**config.mk**
```make
export PLATFORM = sky130hd
export DESIGN_NAME = fetch_unit
export DESIGN_NICKNAME = d
export VERILOG_FILES = /design/src/rtl/fetch_unit_pkg.sv /design/src/rtl/fetch_pc.sv /design/src/rtl/fetch_unit.sv
export SDC_FILE = /design/constraint.sdc
export NUM_CORES = 1
export LEC_CHECK = 0
export ABC_AREA = 1
export CORE_ASPECT_RATIO = 2
export CORE_MARGIN = 10
export CORE_UTILIZATION = 50
export CTS_CLUSTER_DIAMETER = 50
export DETAILED_ROUTE_END_ITERATION = 10
export DONT_BUFFER_PORTS = 1
export MAX_ROUTING_LAYER = met4
export PLACE_DENSITY = 0.72
export SLEW_MARGIN = 5
export SYNTH_ARGS = -nofsm -noshare
export SYNTH_HDL_FRONTEND = slang
export SYNTH_SLANG_ARGS = --single-unit
export TNS_END_PERCENT = 30
```
**constraint.sdc**
```tcl
create_clock -name clk -period 1.5 [get_ports clk]
set_input_delay 0.3 -clock clk [delete_from_list [all_inputs] [get_ports clk]]
set_output_delay 0.3 -clock clk [all_outputs]
set_load 0.02 [all_outputs]
```
**src/rtl/fetch_unit_pkg.sv**
```systemverilog
// Shared definitions for the instruction fetch unit: FSM states and fetch constants.
package fetch_unit_pkg;

    typedef enum logic [1:0] {
        StIdle   = 2'd0,
        StRun    = 2'd1,
        StHalted = 2'd2
    } state_t;

    localparam logic [7:0]  RESET_PC  = 8'h00;
    localparam logic [7:0]  PC_STEP   = 8'd4;
    localparam logic [31:0] HALT_WORD = 32'h0000_0000;

endpackage

```
**src/rtl/fetch_pc.sv**
```systemverilog
// Program counter register with hold / sequential-step / redirect next-PC selection.
module fetch_pc #(
    parameter logic [7:0] RESET_PC = 8'h00,
    parameter logic [7:0] PC_STEP  = 8'd4
) (
    input  logic       clk,
    input  logic       rst_n,
    input  logic       step,
    input  logic       redirect,
    input  logic [7:0] redirect_target,
    output logic [7:0] pc
);

    logic [7:0] pc_d;
    logic [7:0] pc_q;

    // Redirect wins over stepping; targets are forced to word alignment.
    always_comb begin
        pc_d = pc_q;
        if (redirect) begin
            pc_d = {redirect_target[7:2], 2'b00};
        end else if (step) begin
            pc_d = pc_q + PC_STEP;
        end
    end

    always_ff @(posedge clk or negedge rst_n) begin
        if (!rst_n) begin
            pc_q <= RESET_PC;
        end else begin
            pc_q <= pc_d;
        end
    end

    assign pc = pc_q;

endmodule

```
**src/rtl/fetch_unit.sv**
```systemverilog
// Instruction fetch unit: PC sequencing, one-entry output register with backpressure,
// halt on zero word, and redirect with squash and misalignment flag.
module fetch_unit #(
    parameter logic [7:0] RESET_PC = fetch_unit_pkg::RESET_PC,
    parameter logic [7:0] PC_STEP  = fetch_unit_pkg::PC_STEP
) (
    input  logic        clk,
    input  logic        rst_n,
    input  logic        enable,
    output logic [7:0]  imem_addr,
    input  logic [31:0] imem_rd,
    input  logic        redirect,
    input  logic [7:0]  redirect_target,
    output logic [31:0] instr,
    output logic [7:0]  instr_pc,
    output logic        instr_valid,
    input  logic        instr_ready,
    output logic        halted,
    output logic        align_err
);

    import fetch_unit_pkg::*;

    state_t      state_q, state_d;
    logic [7:0]  pc;
    logic [31:0] instr_q;
    logic [7:0]  instr_pc_q;
    logic        valid_q;
    logic        align_q;
    logic        slot_free;
    logic        zero_word;
    logic        fetch;
    logic        step;

    assign slot_free = !valid_q || instr_ready;
    assign zero_word = (imem_rd == HALT_WORD);
    // A fetch edge also covers IDLE with enable high, so the first fetch needs no warm-up cycle.
    assign fetch     = enable && (state_q != StHalted) && slot_free && !redirect;
    assign step      = fetch && !zero_word;

    fetch_pc #(
        .RESET_PC (RESET_PC),
        .PC_STEP  (PC_STEP)
    ) u_fetch_pc (
        .clk             (clk),
        .rst_n           (rst_n),
        .step            (step),
        .redirect        (redirect),
        .redirect_target (redirect_target),
        .pc              (pc)
    );

    always_comb begin
        state_d = state_q;
        unique case (state_q)
            StIdle: begin
                if (!redirect && enable) begin
                    state_d = (fetch && zero_word) ? StHalted : StRun;
                end
            end
            StRun: begin
                if (!redirect) begin
                    if (fetch && zero_word) begin
                        state_d = StHalted;
                    end else if (!enable) begin
                        state_d = StIdle;
                    end
                end
            end
            StHalted: begin
                if (redirect) begin
                    state_d = StRun;
                end
            end
            default: state_d = StIdle;
        endcase
    end

    always_ff @(posedge clk or negedge rst_n) begin
        if (!rst_n) begin
            state_q    <= StIdle;
            instr_q    <= '0;
            instr_pc_q <= '0;
            valid_q    <= 1'b0;
            align_q    <= 1'b0;
        end else begin
            state_q <= state_d;
            align_q <= redirect && (redirect_target[1:0] != 2'b00);
            if (redirect) begin
                valid_q <= 1'b0;
            end else if (step) begin
                instr_q    <= imem_rd;
                instr_pc_q <= pc;
                valid_q    <= 1'b1;
            end else if (slot_free) begin
                valid_q <= 1'b0;
            end
        end
    end

    assign imem_addr   = pc;
    assign instr       = instr_q;
    assign instr_pc    = instr_pc_q;
    assign instr_valid = valid_q;
    assign halted      = (state_q == StHalted);
    assign align_err   = align_q;

endmodule

```
* After elaboration in Yosys (flattened, before gate mapping) *
Cells that the tools add are included.

storage, ports and cells
  register bits after elaboration = 52
  bits of input ports = 45
  output and inout bits = 51

cells by class
  $add $sub $neg = 1
  equal/unequal tests = 7
  muxes and demuxes = 12
  bitwise logic cells = 1
  reduce and logical (&&, ||, !) cells = 18

operators with widths
  kind                                                                    count
  32-bit zero test                                                        1
  8-bit two-way mux                                                       2
  2-bit two-way mux                                                       6
  8-bit by 3-bit adder with 8-bit output (second input constant)          1
  2-bit != test (second input constant)                                   4
  1-bit logical AND                                                       7
  2-bit one-hot mux with 3 select lines                                   1
  4-bit AND reduction                                                     1
  2-bit nonzero test                                                      2
  1-bit zero test                                                         3
  1-bit two-way mux                                                       3
  3-bit != test (second input constant)                                   1
  3-bit nonzero test                                                      1
  2-bit by 1-bit equality test with 1-bit output (second input constant)  1
  2-bit equality test (second input constant)                             1
  2-bit zero test                                                         1
  2-bit AND reduction                                                     1
  1-bit logical OR                                                        1
  1-bit inverter                                                          1

* Depth between registers and ports, before layout *
  depth in word-level cells = 8
  depth in mapped cells = 10
  mapped depth without buffers = 10

* Hierarchy *
Synthesis repeated with hierarchy kept, for this count alone.

unflattened totals
  cells, all modules = 283
  area, all modules = 2254.7 um2

by module, submodules not included
  module      times used  cells each  area each (um2)
  fetch_unit  1           235         1888.1
  fetch_pc    1           48          366.6

* Worst setup path before layout *
OpenSTA, ideal clock, no wires.

  path type = input to register
  from = in imem_rd[31]
  to = reg u_fetch_pc.pc_q[5] (netlist: u_fetch_pc.pc[5])
  setup time = 0.123 ns
  arrival time = 1.168 ns
  required time = 1.377 ns
  slack = 0.209 ns
  cell stages on the path = 9
  path buffers = 1
  path through = nor2_1 -> nand2_1 -> nor2_1 -> nand2_1 -> o21ai_4 -> buf_6 -> nand2_4 -> nand2_1 -> o21ai_1

on the way
  longest elaborated chain between the ends = 4

RTL lines
  what                                 line              source
  from (decl)                          fetch_unit.sv:11  input logic [31:0] imem_rd,
  32-bit zero test                     fetch_unit.sv:36  assign zero_word = (imem_rd == HALT_WORD);
  1-bit zero test                      fetch_unit.sv:39  assign step = fetch && !zero_word;
  1-bit logical AND                    fetch_unit.sv:39
  2-bit nonzero test (no source line)  -
  to (signal assigned)                 fetch_pc.sv:31    pc_q <= pc_d;
  to (decl)                            fetch_pc.sv:15    logic [7:0] pc_q;

Every way passes these cells.
A chain may end at the register's enable or synchronous reset.

* Worst setup path after layout *
  from = reg state_q[0]
  to = reg instr_q[0] (netlist: instr[0])

on the way
  longest elaborated chain between the ends = 6

RTL lines
  what                                  line              source
  from (decl)                           fetch_unit.sv:24  state_t state_q, state_d;
  from (signal assigned)                fetch_unit.sv:81  state_q <= StIdle;
  from (signal assigned)                fetch_unit.sv:87  state_q <= state_d;
  2-bit != test                         fetch_unit.sv:38  assign fetch = enable && (state_q != StHalted) && slot_free && !redirect;
  1-bit logical AND (3 in a row)        fetch_unit.sv:38
  1-bit logical AND                     fetch_unit.sv:39
  2-bit AND reduction (no source line)  -
  to (signal assigned)                  fetch_unit.sv:92  instr_q <= imem_rd;
  to (decl)                             fetch_unit.sv:26  logic [31:0] instr_q;

Every way passes these cells.

==> metrics <==
synthesized area=2200 sq um; Final period util=96.1%; placed wire-length estimate after detailed placement=4120 um; number of detailed-routing iterations run before antenna repair=4; Layout Cell Area excl Fill=2450 sq um; worst-case hold path end point=state_q[1]; worst r2r dst=instr[0]; maximum number of pins on one net before global-route repair=53; crit path setup slack, layout=around 0.058 ns; reg2reg path depth=9; data arrival time of the critical path=roughly 1.6 ns; H-tree levels=2; start-to-end type of the worst setup path=flip-flop to flip-flop; diode insertion count for antenna repair=0; TritonCTS buffer count=5; Worst Path Required=1.66 ns; number of vias in the routed layout=1,626; global-route wire length before repair=~8300 um; WL per Instance=about 15 um; number of remaining DRC errors=0; TNS Setup=0 ns; areal power density over the cells=about 1300 nW/um^2; worst slack after detailed placement=-0.0195 ns; clock tree root buffer cell=sky130_fd_sc_hd__clkbuf_8; minimum period implied by the final worst setup slack=~1.4 ns; number of buffers and inverters on the critical path=3; number of antenna violations at the first check in global routing=0; num rows=34; run status=finished, final reports clean; Final Max Tran Viols=0; MaxCap Viol Count=0; HP Class=primary input to flip-flop; ratio of routed vias to standard cells=between 4 and 5; Initial DRC Count=66; net count reported at finish=333; number of global-route vias before repair=~1,700; I/O pin count=96; starting density of the core=51.3%; Synth cell types=22; die area=7620 sq um; final count of negative-setup-slack endpoints=0; Avg Inst Size Synth=7.98 sq um; fin util=57.0%; GR Util All Layers=roughly 14%; highest clock rate=slightly below 0.7 GHz; Fin. Hold Viols=0; total congestion overflow=0; fraction of final layout cells sized beyond drive strength 1=8.36%; Seq/Total Area, Yosys=54.5%; Critical Path Start Type=flip-flop; I/O Buffers=0; synthesis warning total=0; core footprint=4300 sq um; Area Overhead vs Synth=11.2%; largest vdd supply drop=0.871 mV; TritonCTS clock tree=done; Post-DRT Antenna Nets=0; leading cell type in the layout, fill and taps excluded=sky130_fd_sc_hd__nand2_1; largest delay contributor family on the critical path=simple AND/OR/NAND/NOR gates; unrepaired setup endpoints after global routing=yes; Slowest Stage Delay on Critical Path=approximately 0.36 ns; CTS Buffer Depth=2; Reg-to-Reg Start=state_q[0]; cell with the largest stage delay on the worst path=sky130_fd_sc_hd__dfrtp_1; number of flip-flops and latches in the synthesized netlist=48; Lkg Pwr=1.29 nW; cell breakdown of the critical path=inv_1 -> nand2_1 -> nand3_1 -> nor2_4 -> o21ai_4 -> buf_12 -> buf_12 -> nand2_1 -> o21ai_0; flop2flop setup slack=0.06 ns; post-place instance area=approximately 2300 sq um; height of the die=between 100 and 150 um; clock transition at the registers of the reported paths=0.08 ns; kind of end point of the critical path=flip-flop; top library cells by usage in the layout, fill and taps aside=sky130_fd_sc_hd__nand2_1, sky130_fd_sc_hd__dfrtp_1, sky130_fd_sc_hd__inv_1; number of instances in the synthesized netlist=276; worst skew pair latency=0.29 ns; weighted congestion at the end of routability-driven global placement=0.824; total wire length=roughly 5200 um; highest net fanout along the worst path=15; Die W=66.9 um; number of clock sinks seen by CTS=48; critical hold path startpoint=redirect; worst clock skew=roughly 0.0032 ns; hold path cells=1
## how the worst max path moves through the flow
stage | startpoint | end | slack [ns] | cells past startpoint
after detailed placement | imem_rd[7] | instr[1] | -0.02 | 9
after CTS | state_q[0] | halted | 0.02 | 4
after floorplan | imem_rd[31] | u_fetch_pc.pc[5] | 0.21 | 9
final | state_q[0] | instr[0] | 0.06 | 9
after global placement | imem_rd[7] | instr[6] | 0.05 | 9
after global routing | state_q[0] | instr[0] | -0.03 | 9
## cells by family after synthesis
group | synth area share, %
xor gates and xnor gates | 0.398
buffers and inverters | 11.4
adders and majority gates | 0.568
other | 0.170
and+or+nand+nor | 20.4
DFF | 54.5
AOI/OAI and AO/OA | 12.5
## layer usage
metal	global-route usage (%)	wire length (um)
met1	14.2	1710
met2	23.9	2800
met3	6.09	601
met4	6.20	85
met5	-	0
## cells in the mapped netlist (all sizes together)
cell,instances,area (sq um)
o211ai,1,7.51
xor2,1,8.76
ha,1,12.5
clkbuf,3,15.0
conb,1,3.75
dfrtp,48,1200
nand4,1,6.26
nand3,4,20.0
nor2,30,115
buf,11,71.3
o22ai,1,6.26
a21oi,1,5.00
nand2,80,308
o21ai,48,251
a31oi,1,6.26
inv,44,165
## layout make-up
class,instances,area [sq um]
Multi-Input combinational cell,173,767
Timing Repair Buffer,15,173
Inverter,44,165
Clock buffer,6,72.6
Clock inverter,1,5.00
Tap cell,54,67.6
Fill cell,433,1850
Sequential cell,48,1200
## per-stage QoR
step | cells | power, mW | hold WS (ns)
detailed placement | 330 | 2.38 | 0.00566
finish | 341 | 3.12 | 0.123
global placement | 330 | 2.36 | 0.00614
floorplan | 279 | 2.22 | 0.00441
CTS | 339 | 3.14 | 0.115
global route | 341 | 3.32 | 0.113
## registers in the layout (all words and copies together), names as in the netlist
signal	count
instr_valid	1
align_err	1
u_fetch_pc.pc	6
instr_pc	6
instr	32
state_q	2
## worst reg2reg max path, delay by kind of cell, from the launching register on
family / cells / cell delay [ns]
flops: 1 / 0.36
buf+inv: 3 / 0.37
compound gates: 2 / 0.20
simple gates: 4 / 0.39
## what timing repair did
item | in CTS | in global routing
gates resized for setup | 0 | 2
endpoints found under the setup margin | 0 | 16
hold buffers | 2 | 0
endpoints found under the hold margin | 48 | 0
setup buffers | 0 | 2
## report_power, final
group          internal [mW]  switching [mW]
Clock                  0.317           0.383
Combinational          0.226           0.302
Sequential              1.50           0.390
Total                   2.04            1.07
No activity file was read; power rests on OpenSTA's default activity.
